### src/rtl/corr_pkt_sched_pkg.sv
// Shared types and constants for the correlator packet scheduler.
package corr_pkt_sched_pkg;

  typedef enum logic {
    IDLE = 1'b0,
    SEND = 1'b1
  } state_e;

  localparam int PKT_LEN = 6;

  // Byte positions inside one packet
  localparam logic [2:0] PKT_HDR     = 3'd0;
  localparam logic [2:0] PKT_WIN     = 3'd1;
  localparam logic [2:0] PKT_X       = 3'd2;
  localparam logic [2:0] PKT_Y       = 3'd3;
  localparam logic [2:0] PKT_ISECT   = 3'd4;
  localparam logic [2:0] PKT_SYMDIFF = 3'd5;

  localparam int LOST_W = 4;

  // Saturating increment for the per-channel lost counters
  function automatic logic [LOST_W-1:0] lost_sat_inc(input logic [LOST_W-1:0] v);
    return (&v) ? v : v + 1'b1;
  endfunction

endpackage

### src/rtl/corr_pkt_sched_rr_arbiter.sv
// Round-robin arbiter: grants the first request at or after ptr_i, wrapping.
module rr_arbiter #(
  parameter int N    = 4,
  parameter int CH_W = 2
) (
  input  logic [N-1:0]    req_i,
  input  logic [CH_W-1:0] ptr_i,
  output logic [N-1:0]    grant_o,
  output logic [CH_W-1:0] grant_idx_o
);

  // Scan N positions starting at the pointer; the first active request wins
  always_comb begin
    int   cand;
    logic found;
    grant_o     = '0;
    grant_idx_o = '0;
    found       = 1'b0;
    cand        = 0;
    for (int k = 0; k < N; k++) begin
      cand = int'(ptr_i) + k;
      if (cand >= N) cand = cand - N;
      if (!found && req_i[cand]) begin
        found         = 1'b1;
        grant_o[cand] = 1'b1;
        grant_idx_o   = CH_W'(cand);
      end
    end
  end

endmodule

### src/rtl/corr_pkt_sched.sv
// Captures per-channel correlator results into holding slots and serialises
// one 6-byte packet per result into a shared byte-wide FIFO, round-robin.
module corr_pkt_sched
  import corr_pkt_sched_pkg::*;
#(
  parameter int N_CH = 4
) (
  input  logic              i_clk,
  input  logic              i_rstn,
  input  logic              i_cg,
  input  logic              i_flush,
  input  logic [N_CH-1:0]   i_res_valid,
  input  logic [8*N_CH-1:0] i_res_winNum,
  input  logic [32*N_CH-1:0] i_res_counts,
  output logic              o_fifo_push,
  output logic [7:0]        o_fifo_data,
  input  logic              i_fifo_full,
  output logic              o_busy
);

  localparam int CH_W = (N_CH > 1) ? $clog2(N_CH) : 1;

  state_e              state_q, state_d;
  logic [CH_W-1:0]     sel_q, sel_d;
  logic [CH_W-1:0]     rr_ptr_q, rr_ptr_d;
  logic [2:0]          idx_q, idx_d;

  logic [N_CH-1:0]     valid_q, valid_d;
  logic [7:0]          win_q  [N_CH];
  logic [7:0]          win_d  [N_CH];
  logic [31:0]         cnt_q  [N_CH];
  logic [31:0]         cnt_d  [N_CH];
  logic [LOST_W-1:0]   lost_q [N_CH];
  logic [LOST_W-1:0]   lost_d [N_CH];

  logic [N_CH-1:0]     grant;
  logic [CH_W-1:0]     grant_idx;
  logic                push;
  logic                hdr_push;
  logic                last_push;

  rr_arbiter #(
    .N    (N_CH),
    .CH_W (CH_W)
  ) u_arb (
    .req_i       (valid_q),
    .ptr_i       (rr_ptr_q),
    .grant_o     (grant),
    .grant_idx_o (grant_idx)
  );

  // A byte leaves only while sending, enabled, not back-pressured and not flushing
  assign push      = (state_q == SEND) && i_cg && !i_fifo_full && !i_flush;
  assign hdr_push  = push && (idx_q == PKT_HDR);
  assign last_push = push && (idx_q == PKT_SYMDIFF);

  assign o_fifo_push = push;
  assign o_busy      = (|valid_q) || (state_q != IDLE);

  // Per-channel capture, drop accounting, and release of the slot being sent
  always_comb begin
    logic is_sel;
    logic freeing;
    logic drop;
    valid_d = valid_q;
    is_sel  = 1'b0;
    freeing = 1'b0;
    drop    = 1'b0;
    for (int c = 0; c < N_CH; c++) begin
      win_d[c]  = win_q[c];
      cnt_d[c]  = cnt_q[c];
      lost_d[c] = lost_q[c];
      is_sel    = (sel_q == CH_W'(c));
      // The slot being emptied this cycle may accept a new result at once
      freeing   = last_push && is_sel;
      drop      = i_res_valid[c] && valid_q[c] && !freeing;
      if (freeing) valid_d[c] = 1'b0;
      if (i_res_valid[c] && !drop) begin
        valid_d[c] = 1'b1;
        win_d[c]   = i_res_winNum[8*c +: 8];
        cnt_d[c]   = i_res_counts[32*c +: 32];
      end
      // Header push hands the count to the host; a same-cycle drop starts the next count at 1
      if (hdr_push && is_sel) lost_d[c] = drop ? LOST_W'(1) : '0;
      else if (drop)          lost_d[c] = lost_sat_inc(lost_q[c]);
      if (i_flush) begin
        valid_d[c] = 1'b0;
        win_d[c]   = '0;
        cnt_d[c]   = '0;
        lost_d[c]  = '0;
      end
    end
  end

  // Packet FSM: pick a slot in IDLE, step through its bytes in SEND
  always_comb begin
    state_d  = state_q;
    sel_d    = sel_q;
    idx_d    = idx_q;
    rr_ptr_d = rr_ptr_q;
    case (state_q)
      IDLE: begin
        if (|grant) begin
          sel_d   = grant_idx;
          idx_d   = PKT_HDR;
          state_d = SEND;
        end
      end
      SEND: begin
        if (push) begin
          if (idx_q == 3'(PKT_LEN - 1)) begin
            idx_d    = PKT_HDR;
            state_d  = IDLE;
            rr_ptr_d = (sel_q == CH_W'(N_CH - 1)) ? '0 : sel_q + 1'b1;
          end else begin
            idx_d = idx_q + 3'd1;
          end
        end
      end
      default: state_d = IDLE;
    endcase
    if (i_flush) begin
      state_d  = IDLE;
      sel_d    = '0;
      idx_d    = PKT_HDR;
      rr_ptr_d = '0;
    end
  end

  // Output byte selected from the registered slot/index; no path from i_res_*
  always_comb begin
    logic [7:0]  cur_win;
    logic [31:0] cur_cnt;
    cur_win = win_q[sel_q];
    cur_cnt = cnt_q[sel_q];
    case (idx_q)
      PKT_HDR:     o_fifo_data = {4'(sel_q), lost_q[sel_q]};
      PKT_WIN:     o_fifo_data = cur_win;
      PKT_X:       o_fifo_data = cur_cnt[7:0];
      PKT_Y:       o_fifo_data = cur_cnt[15:8];
      PKT_ISECT:   o_fifo_data = cur_cnt[23:16];
      PKT_SYMDIFF: o_fifo_data = cur_cnt[31:24];
      default:     o_fifo_data = 8'h00;
    endcase
  end

  // State registers; everything holds while the clock gate is low
  always_ff @(posedge i_clk or negedge i_rstn) begin
    if (!i_rstn) begin
      state_q  <= IDLE;
      sel_q    <= '0;
      rr_ptr_q <= '0;
      idx_q    <= PKT_HDR;
      valid_q  <= '0;
      for (int c = 0; c < N_CH; c++) begin
        win_q[c]  <= '0;
        cnt_q[c]  <= '0;
        lost_q[c] <= '0;
      end
    end else if (i_cg) begin
      state_q  <= state_d;
      sel_q    <= sel_d;
      rr_ptr_q <= rr_ptr_d;
      idx_q    <= idx_d;
      valid_q  <= valid_d;
      for (int c = 0; c < N_CH; c++) begin
        win_q[c]  <= win_d[c];
        cnt_q[c]  <= cnt_d[c];
        lost_q[c] <= lost_d[c];
      end
    end
  end

endmodule

### config.mk
export PLATFORM = sky130hd
export DESIGN_NAME = corr_pkt_sched
export DESIGN_NICKNAME = d
export VERILOG_FILES = /design/src/rtl/corr_pkt_sched_pkg.sv /design/src/rtl/corr_pkt_sched_rr_arbiter.sv /design/src/rtl/corr_pkt_sched.sv
export SDC_FILE = /design/constraint.sdc
export NUM_CORES = 1
export LEC_CHECK = 0
export BUFFER_PORTS_ARGS = -buffer_cell sky130_fd_sc_hd__buf_4
export CAP_MARGIN = 20
export CORE_AREA = 2 2 154 156
export CTS_CLUSTER_DIAMETER = 60
export CTS_CLUSTER_SIZE = 14
export DETAILED_ROUTE_END_ITERATION = 12
export DIE_AREA = 0 0 156 158
export PLACE_DENSITY = 0.61
export SLEW_MARGIN = 10
export SYNTH_ARGS = -nofsm -noshare
export SYNTH_HDL_FRONTEND = slang
export SYNTH_SLANG_ARGS = --single-unit
### constraint.sdc
create_clock -name i_clk -period 4.7 [get_ports i_clk]
set_input_delay 1.175 -clock i_clk [delete_from_list [all_inputs] [get_ports i_clk]]
set_output_delay 1.175 -clock i_clk [all_outputs]
set_load 0.05 [all_outputs]
; Word-level counts from Yosys, hierarchy flattened
; Index checks and enable logic that the tools add are counted.
[totals]
ff_bits = 188
inputBits = 169
out_inout_bits = 10
elab_cells = 262
[op_classes]
addsub = 13
n_lt_le_gt_ge = 13
n_eq_ne = 15
muxes = 111
bitwise_logic = 5
n_reduce_logical = 85
[op_table]
columns = op, n
row1 = 32-bit 2-to-1 mux, 14
row2 = 32-bit by 1-bit >= comparator with 1-bit output (second input constant), 4
row3 = 32-bit by 4-bit less-than comparator with 1-bit output (second input constant), 4
row4 = 32-bit by 4-bit >= comparator with 1-bit output (second input constant), 3
row5 = 32-bit by 4-bit subtractor with 32-bit output (second input constant), 3
row6 = 4-bit 2-to-1 mux, 22
row7 = 8-bit 2-to-1 mux, 10
row8 = 32-bit binary-select mux with 2-bit select, 1
row9 = 8-bit case mux with 6 select lines, 1
row10 = 1-bit 2-to-1 mux, 35
row11 = 1-bit logical AND, 32
row12 = 2-bit 2-to-1 mux, 12
row13 = 3-bit nonzero test, 8
row14 = 4-bit AND reduction, 5
row15 = 3-bit AND reduction, 6
row16 = 4-bit by 1-bit adder with 4-bit output (second input constant), 4
row17 = 8-bit binary-select mux with 2-bit select, 1
row18 = 2-bit AND reduction, 8
row19 = 2-bit nonzero test, 8
row20 = 3-bit != test (second input constant), 5
row21 = 1-bit zero test, 13
row22 = 3-bit 2-to-1 mux, 4
row23 = 4-bit OR, 3
row24 = 1-bit binary-select mux with 2-bit select, 4
row25 = 24 further kinds, 32

; Logic depth before layout (Yosys ltp)
; Gate-level depths: netlist of the first run.
[logic_depth]
ltp_word = 19
ltp_mapped = 11
ltp_nobuf = 7

; Modules after synthesis
; A second synthesis of the first run with hierarchy kept.
[unflattened]
hier_cells = 790
hier_area_um2 = 9429.0
[modules_own_cells]
columns = mod, instances, cells_per_inst, area_each_um2, seq_area_each_um2
row1 = corr_pkt_sched, 1, 741, 8972.4, 4704.5
row2 = rr_arbiter, 1, 49, 456.7, 0.0

; Least setup slack after synthesis of the first run
; No wires, ideal clock.
[synth_timing]
path_kind = register to output
startpoint = register sel_q[1]
endpoint = output port o_fifo_data[5]
arrival_ps = 2474
t_required_ps = 3525
slack_ps = 1051
path_stages_with_launch = 8
n_path_buf = 2
path_cell_list = dfrtp_1 buf_2 buf_1 mux4_2 nand2_1 nor2_1 a31oi_1 o21ai_0
[synth_between]
elab_chain_len = 5
word_cells_on_any_way = 8
cone_classes = 7 x mux / 1 x bitwise
[synth_rtl]
columns = element, line
row1 = from (decl), corr_pkt_sched.sv:24  ; logic [CH_W-1:0] sel_q, sel_d;
row2 = from (signal assigned), corr_pkt_sched.sv:162  ; sel_q <= sel_d;
row3 = 2-bit inverter with 3-bit output (implied by the code), "corr_pkt_sched.sv:134, corr_pkt_sched.sv:135"
row4 = 32-bit binary-select mux with 2-bit select / 8-bit binary-select mux with 2-bit select (equally long branches), "corr_pkt_sched.sv:135, corr_pkt_sched.sv:134"
row5 = 32-bit 2-to-1 mux (implied by the code) / 8-bit 2-to-1 mux (equally long branches) (2 in a row), "corr_pkt_sched.sv:135, corr_pkt_sched.sv:134"
row6 = 8-bit case mux with 6 select lines (*), corr_pkt_sched.sv:136  ; case (idx_q)
row7 = to (decl), corr_pkt_sched.sv:16  ; output logic [7:0] o_fifo_data,
; Every way passes the cells marked *; elsewhere a longest branch is shown, timed or not. The select of a mux whose other input is x is not followed.

; Final worst setup path of the first run
[layout_timing]
startpoint = register sel_q[0]
endpoint = output port o_fifo_data[0]
[layout_between]
elab_chain_len = 5
word_cells_on_any_way = 11
cone_classes = 10 x mux / 1 x bitwise
[layout_rtl]
columns = element, line
row1 = 2-bit inverter with 3-bit output (implied by the code) (*), "corr_pkt_sched.sv:134, corr_pkt_sched.sv:135, corr_pkt_sched.sv:137"
row2 = 32-bit binary-select mux with 2-bit select (tied with other cells), corr_pkt_sched.sv:135  ; cur_cnt = cnt_q[sel_q];
row3 = 32-bit 2-to-1 mux (implied by the code) (tied with other cells) (2 in a row), corr_pkt_sched.sv:135
row4 = 8-bit case mux with 6 select lines (*), corr_pkt_sched.sv:136
; Marked as above.

==> results.json, run 1 <==
{
  "crit_fanout": 38,
  "cts_made_buffers": 17,
  "period_share_pct": 89.46,
  "final_cell_mix": "194 x buf_4, 186 x dfrtp_1, 166 x a22o_1",
  "drv_slew": 0,
  "synth_seq_area_share_pct": 51.62,
  "fin_setup_tns_ns": 0,
  "cts_tree": "built",
  "hold_slack_ns": 0.4950,
  "crit_required_ns": 3.52,
  "antenna_cells": 0,
  "dp_slack_ns": 0.9371,
  "final_hold_viol_count": 0,
  "grt_usage_pct": 23.38,
  "die_y_um": 158,
  "avgSynthCellArea_um2": 12.98,
  "hpwl_um": 19330,
  "grt_pass1_vias": 7038,
  "dieArea_mm2": 0.02465,
  "drive_gt1_share_pct": 34.83,
  "synth_enable_flop_cells": 0,
  "netlist_area_mm2": 0.009114,
  "wl_per_cell_um": 24.28,
  "critPathLaunchType": "register",
  "ys_types": 62,
  "cts_setup_buffers": 0,
  "p_per_area_mw_per_mm2": 413.7,
  "first_pass_iters": 5,
  "clk_latency_ns": 0.45,
  "ant_nets": 0,
  "start_util_pct": 39.54,
  "period_minus_slack_ns": 4.205,
  "core_mm2": 0.02305,
  "synthFlopType": "dfrtp_1",
  "syn_nets": 887,
  "hp-class": "reg -> reg",
  "grt_pass1_wl_um": 42710,
  "power_leakage_nw": 5.269,
  "hold_buffers": 0,
  "synth-seq-cells": 188,
  "rows": 56,
  "rsz0062_at_grt": "no",
  "grt-ovfl-total": 0,
  "portBuffers": 178,
  "syn_inst": 702,
  "grt_max_degree": 108,
  "gp_congestion": 0.8516,
  "drc": 0,
  "setup_viol": 0,
  "finish.utilization_pct": 49.01,
  "die_w_um": 156,
  "clk_path_buf_depth": 2,
  "syn2layout_area_growth_pct": 23.96,
  "async_reset_ff_share_pct": 100.0,
  "drt-total-wl_um": 28090,
  "drt-vias-per-instance": 5.994,
  "final_common_cell": "buf_4",
  "timing.clock.skew_ns": 0.02249,
  "worstPathArrival_ns": 3.03,
  "cts_root_buffer": "clkbuf_16",
  "yosys_warnings": 0,
  "clock.fmax_mhz": 237.8,
  "crit_type": "reg -> out",
  "outcome": "complete, no violations",
  "nets": 1039,
  "path_clk_slew_ns": 0.08,
  "clock-sinks": 188,
  "relSlewSlack_pct": 30.79,
  "via_count": 6935,
  "drt_iter0_drc": 713,
  "vdd_drop_max_mv": 0.2091,
  "cap_viol_max_count": 0,
  "antenna_found_initial": 0,
  "cts_resized": 0,
  "worst_slack_ns": 0.4953,
  "io_pins": 179,
  "end_kind": "output pin",
  "worst-slew-pin-transition_ns": 1.038,
  "htreeDepth": 4
}
where the power goes:
part,switching [W],internal [W]
sequential,0.000233,0.00177
combinational,0.000618,0.000591
clock,0.000731,0.000734
total,0.00158,0.00309
worst max-delay path, stage by stage, from the launching register on:
cell	delay, ns
dfrtp_4	0.91
buf_4	0.31
mux4_2	0.53
a221oi_1	0.38
o31ai_1	0.20
buf_4	0.25
routing by layer:
layer	part of all wire (%)	wire (um)	global-route usage (%)	vias to the layer above
li1	-	-	-	3089
met1	43	12210	33.38	3507
met2	48	13430	37.25	300
met3	7.0	1979	4.435	39
met4	1.7	467	5.461	0
met5	0	0	0	-
synthesized netlist by cell type, drive strengths merged (3+ instances only):
master  number  area (um^2)
o31ai        5        51.30
a21o         3        22.52
nor2        18        67.56
dfrtp      188         4705
mux4        48         1081
nor3b        3        22.52
buf         45        227.7
a22o       166         1454
o21ai       19        95.09
a22oi        7        52.55
o22ai        4        25.02
ha          16        200.2
a31o         3        26.28
inv         18        67.57
nand4        4        25.02
a32o         3        30.03
a31oi       11        75.07
nor3         7        51.30
nand3       11        55.05
mux2         5        60.05
mux2i        7        70.07
clkbuf      17        65.06
nor4         7        56.30
nor2b        4        25.02
a21oi       18        90.09
and3         7        43.79
nand2       27        101.4
cells by family (layout without fill, tap and decap cells):
logic type      after synthesis  count (layout)  synth area share, %
simple gates                100             100                5.917
flops                       188             188                51.62
mux                          60              60                13.29
xor+xnor                      2               2               0.1922
fa+ha+maj                    16              16                2.197
buf+inv                      80             245                3.954
compound gates              256             256                22.83
registers in the layout, summed over array words and instances, names as in the netlist:
register and count:
cnt_q 128, idx_q 3, lost_q 16, rr_ptr_q 2, sel_q 2, state_q 1, valid_q 4, win_q 32
layout make-up:
cell class | instances | area (um^2)
clock buffer | 18 | 439.2
multi-input combinational | 434 | 4084
sequential | 188 | 4710
timing repair buffer | 195 | 1468
clock inverter | 14 | 166.4
tap | 290 | 362.8
inverter | 18 | 67.56
fill | 2032 | 11760
final timing paths:
| kind | to | cells after the start | from | slack (ns) |
|---|---|---|---|---|
| worst max-delay path | o_fifo_data[0] | 5 | sel_q[0]$_DFFE_PN0P_ | 0.50 |
| worst min-delay path | cnt_q[36]$_DFFE_PN0P_ | 1 | cnt_q[36]$_DFFE_PN0P_ | 0.50 |
| worst max register to register | win_q[5]$_DFFE_PN0P_ | 7 | sel_q[0]$_DFFE_PN0P_ | 1.44 |
| worst min register to register | cnt_q[36]$_DFFE_PN0P_ | 1 | cnt_q[36]$_DFFE_PN0P_ | 0.50 |
| max in group asynchronous | cnt_q[109]$_DFFE_PN0P_ | 2 | i_rstn | 2.80 |
| min in group asynchronous | lost_q[9]$_DFFE_PN0P_ | 1 | i_rstn | 0.84 |
through the flow:
step / cell area [um^2] / power [W] / instances
final: 11300 / 0.004674 / 1157
after global routing: 11300 / 0.004879 / 1157
after CTS: 11300 / 0.004698 / 1157
after detailed placement: 10690 / 0.003237 / 1125
after global placement: 10690 / 0.003225 / 1125
after floorplan: 9114 / 0.002772 / 702
Note: power is estimated with default switching activity, not from simulation.
==> run 2, diff against run 1 <==
==> constraint.sdc (replaced) <==
create_clock -name i_clk -period 4.7 [get_ports i_clk]
set_input_delay 0.94 -clock i_clk [delete_from_list [all_inputs] [get_ports i_clk]]
set_output_delay 0.94 -clock i_clk [all_outputs]
set_load 0.05 [all_outputs]
==> results.json, run 2 (synthesis results as in run 1) <==
{
  "n_fill_cell": 2016,
  "period_share_pct": 85.53,
  "worst-slew-pin-transition_ns": 1.057,
  "outcome": "complete, no violations",
  "gp_congestion": 0.8652,
  "fin_setup_tns_ns": 0,
  "antenna_found_initial": 0,
  "hp-class": "reg -> reg",
  "rsz0062_at_grt": "no",
  "hpwl_um": 18470,
  "final_hold_viol_count": 0,
  "nets": 1032,
  "crit_required_ns": 3.76,
  "largest_reg_flops": 128,
  "critPathSlowestCell": "dfrtp_4",
  "grt_usage_pct": 23.25,
  "end_kind": "output pin",
  "die_y_um": 158,
  "drt_iter0_drc": 610,
  "cts_made_buffers": 17,
  "period_minus_slack_ns": 4.020,
  "first_pass_iters": 5,
  "post_dp_cell_area_mm2": 0.01066,
  "syn2layout_area_growth_pct": 23.50,
  "final_cell_mix": "186 x dfrtp_1, 185 x buf_4, 166 x a22o_1",
  "worstPathArrival_ns": 3.08,
  "crit_fanout": 44,
  "drt-total-wl_um": 27730,
  "regMostFlops": "cnt_q",
  "fin_area_mm2": 0.01126,
  "grt_max_degree": 85,
  "max_stage_delay_ns": 0.98,
  "cts_tree": "built",
  "power_leakage_nw": 5.232,
  "clk_path_buf_depth": 2,
  "vdd_drop_max_mv": 0.2539,
  "core_mm2": 0.02305,
  "hold_buffers": 0,
  "drv_slew": 0,
  "clk_latency_ns": 0.43,
  "p_per_area_mw_per_mm2": 414.5,
  "die_w_um": 156,
  "dieArea_mm2": 0.02465,
  "start_util_pct": 39.54,
  "final_common_cell": "dfrtp_1",
  "drc": 0,
  "critPathLaunchType": "register",
  "wl_met3_um": 1962,
  "cts_resized": 0,
  "grt-ovfl-total": 0,
  "drt-vias-per-instance": 6.129,
  "path_clk_slew_ns": 0.08,
  "antenna_cells": 0,
  "cts_setup_buffers": 0,
  "path_cells": "mux4_2, mux2i_1, nor3b_1, a221oi_1, o21ai_0, buf_4",
  "htreeDepth": 4,
  "top_regs": "cnt_q: 128 flops, win_q: 32 flops, lost_q: 16 flops",
  "grt_pass1_wl_um": 42930,
  "clock-sinks": 188,
  "ant_nets": 0,
  "finish.utilization_pct": 48.83,
  "wl_per_cell_um": 24.11,
  "cap_viol_max_count": 0,
  "portBuffers": 178,
  "via_count": 7048,
  "rows": 56,
  "io_pins": 179,
  "relSlewSlack_pct": 29.53,
  "timing.clock.skew_ns": 0.01307,
  "grt_pass1_vias": 7090,
  "crit_type": "reg -> out",
  "clock.fmax_mhz": 248.8,
  "m1WireLength_um": 12200,
  "wl_met2_um": 12930,
  "cts_root_buffer": "clkbuf_16",
  "drive_gt1_share_pct": 34.30,
  "highest_layer": "met4",
  "setup_viol": 0
}
run 2: final timing paths:
| path | start | endpoint | slack [ns] | depth (start not counted) |
|---|---|---|---|---|
| setup / recovery | sel_q[0]$_DFFE_PN0P_ | o_fifo_data[5] | 0.68 | 6 |
| hold / removal | cnt_q[46]$_DFFE_PN0P_ | cnt_q[46]$_DFFE_PN0P_ | 0.50 | 1 |
| setup reg to reg | sel_q[0]$_DFFE_PN0P_ | cnt_q[4]$_DFFE_PN0P_ | 1.48 | 5 |
| hold reg to reg | cnt_q[46]$_DFFE_PN0P_ | cnt_q[46]$_DFFE_PN0P_ | 0.50 | 1 |
| max in group asynchronous | i_rstn | win_q[23]$_DFFE_PN0P_ | 3.24 | 2 |
| min in group asynchronous | i_rstn | lost_q[11]$_DFFE_PN0P_ | 0.55 | 1 |
run 2: layout make-up:
cell class              count  area (um^2)  area share [%]
clock inverters            14        152.6           1.356
clock buffers              18        439.2           3.902
inverters                  18        67.56          0.6003
well taps                 290        362.8           3.224
flip-flops and latches    188         4710           41.84
repair buffers            188         1440           12.79
multi-input cells         434         4084           36.28
run 2: stage by stage:
stage	setup slack (ns)	instances	hold WS, ns	total power (W)
2_1_floorplan	1.286	702	0.4604	0.002772
3_3_place_gp	1.118	1118	0.4780	0.003228
3_5_place_dp	1.103	1118	0.4787	0.003234
4_1_cts	0.6341	1150	0.5005	0.004687
5_1_grt	0.3942	1150	0.5092	0.004868
6_report	0.6802	1150	0.4982	0.004665
run 2: worst max-delay path, delay by kind of cell, from the launching register on:
family | cells | cell delay (ns)
DFF | 1 | 0.98
muxes | 2 | 0.83
AOI/OAI and AO/OA | 2 | 0.46
buffers and inverters | 1 | 0.28
and+or+nand+nor | 1 | 0.08
run 2: layer usage:
metal  GRT usage, %  vias up
met4          7.077        0
met2          35.84      320
met1          33.30     3623
li1               -     3065
met5              0        -
met3          4.818       40
run 2: power breakdown:
group	leakage (nW)	internal, W	switching [W]	total (W)
sequential	2.53	0.00177	0.000233	0.00200
clock	0.290	0.000768	0.000691	0.00146
combinational	2.41	0.000590	0.000618	0.00121
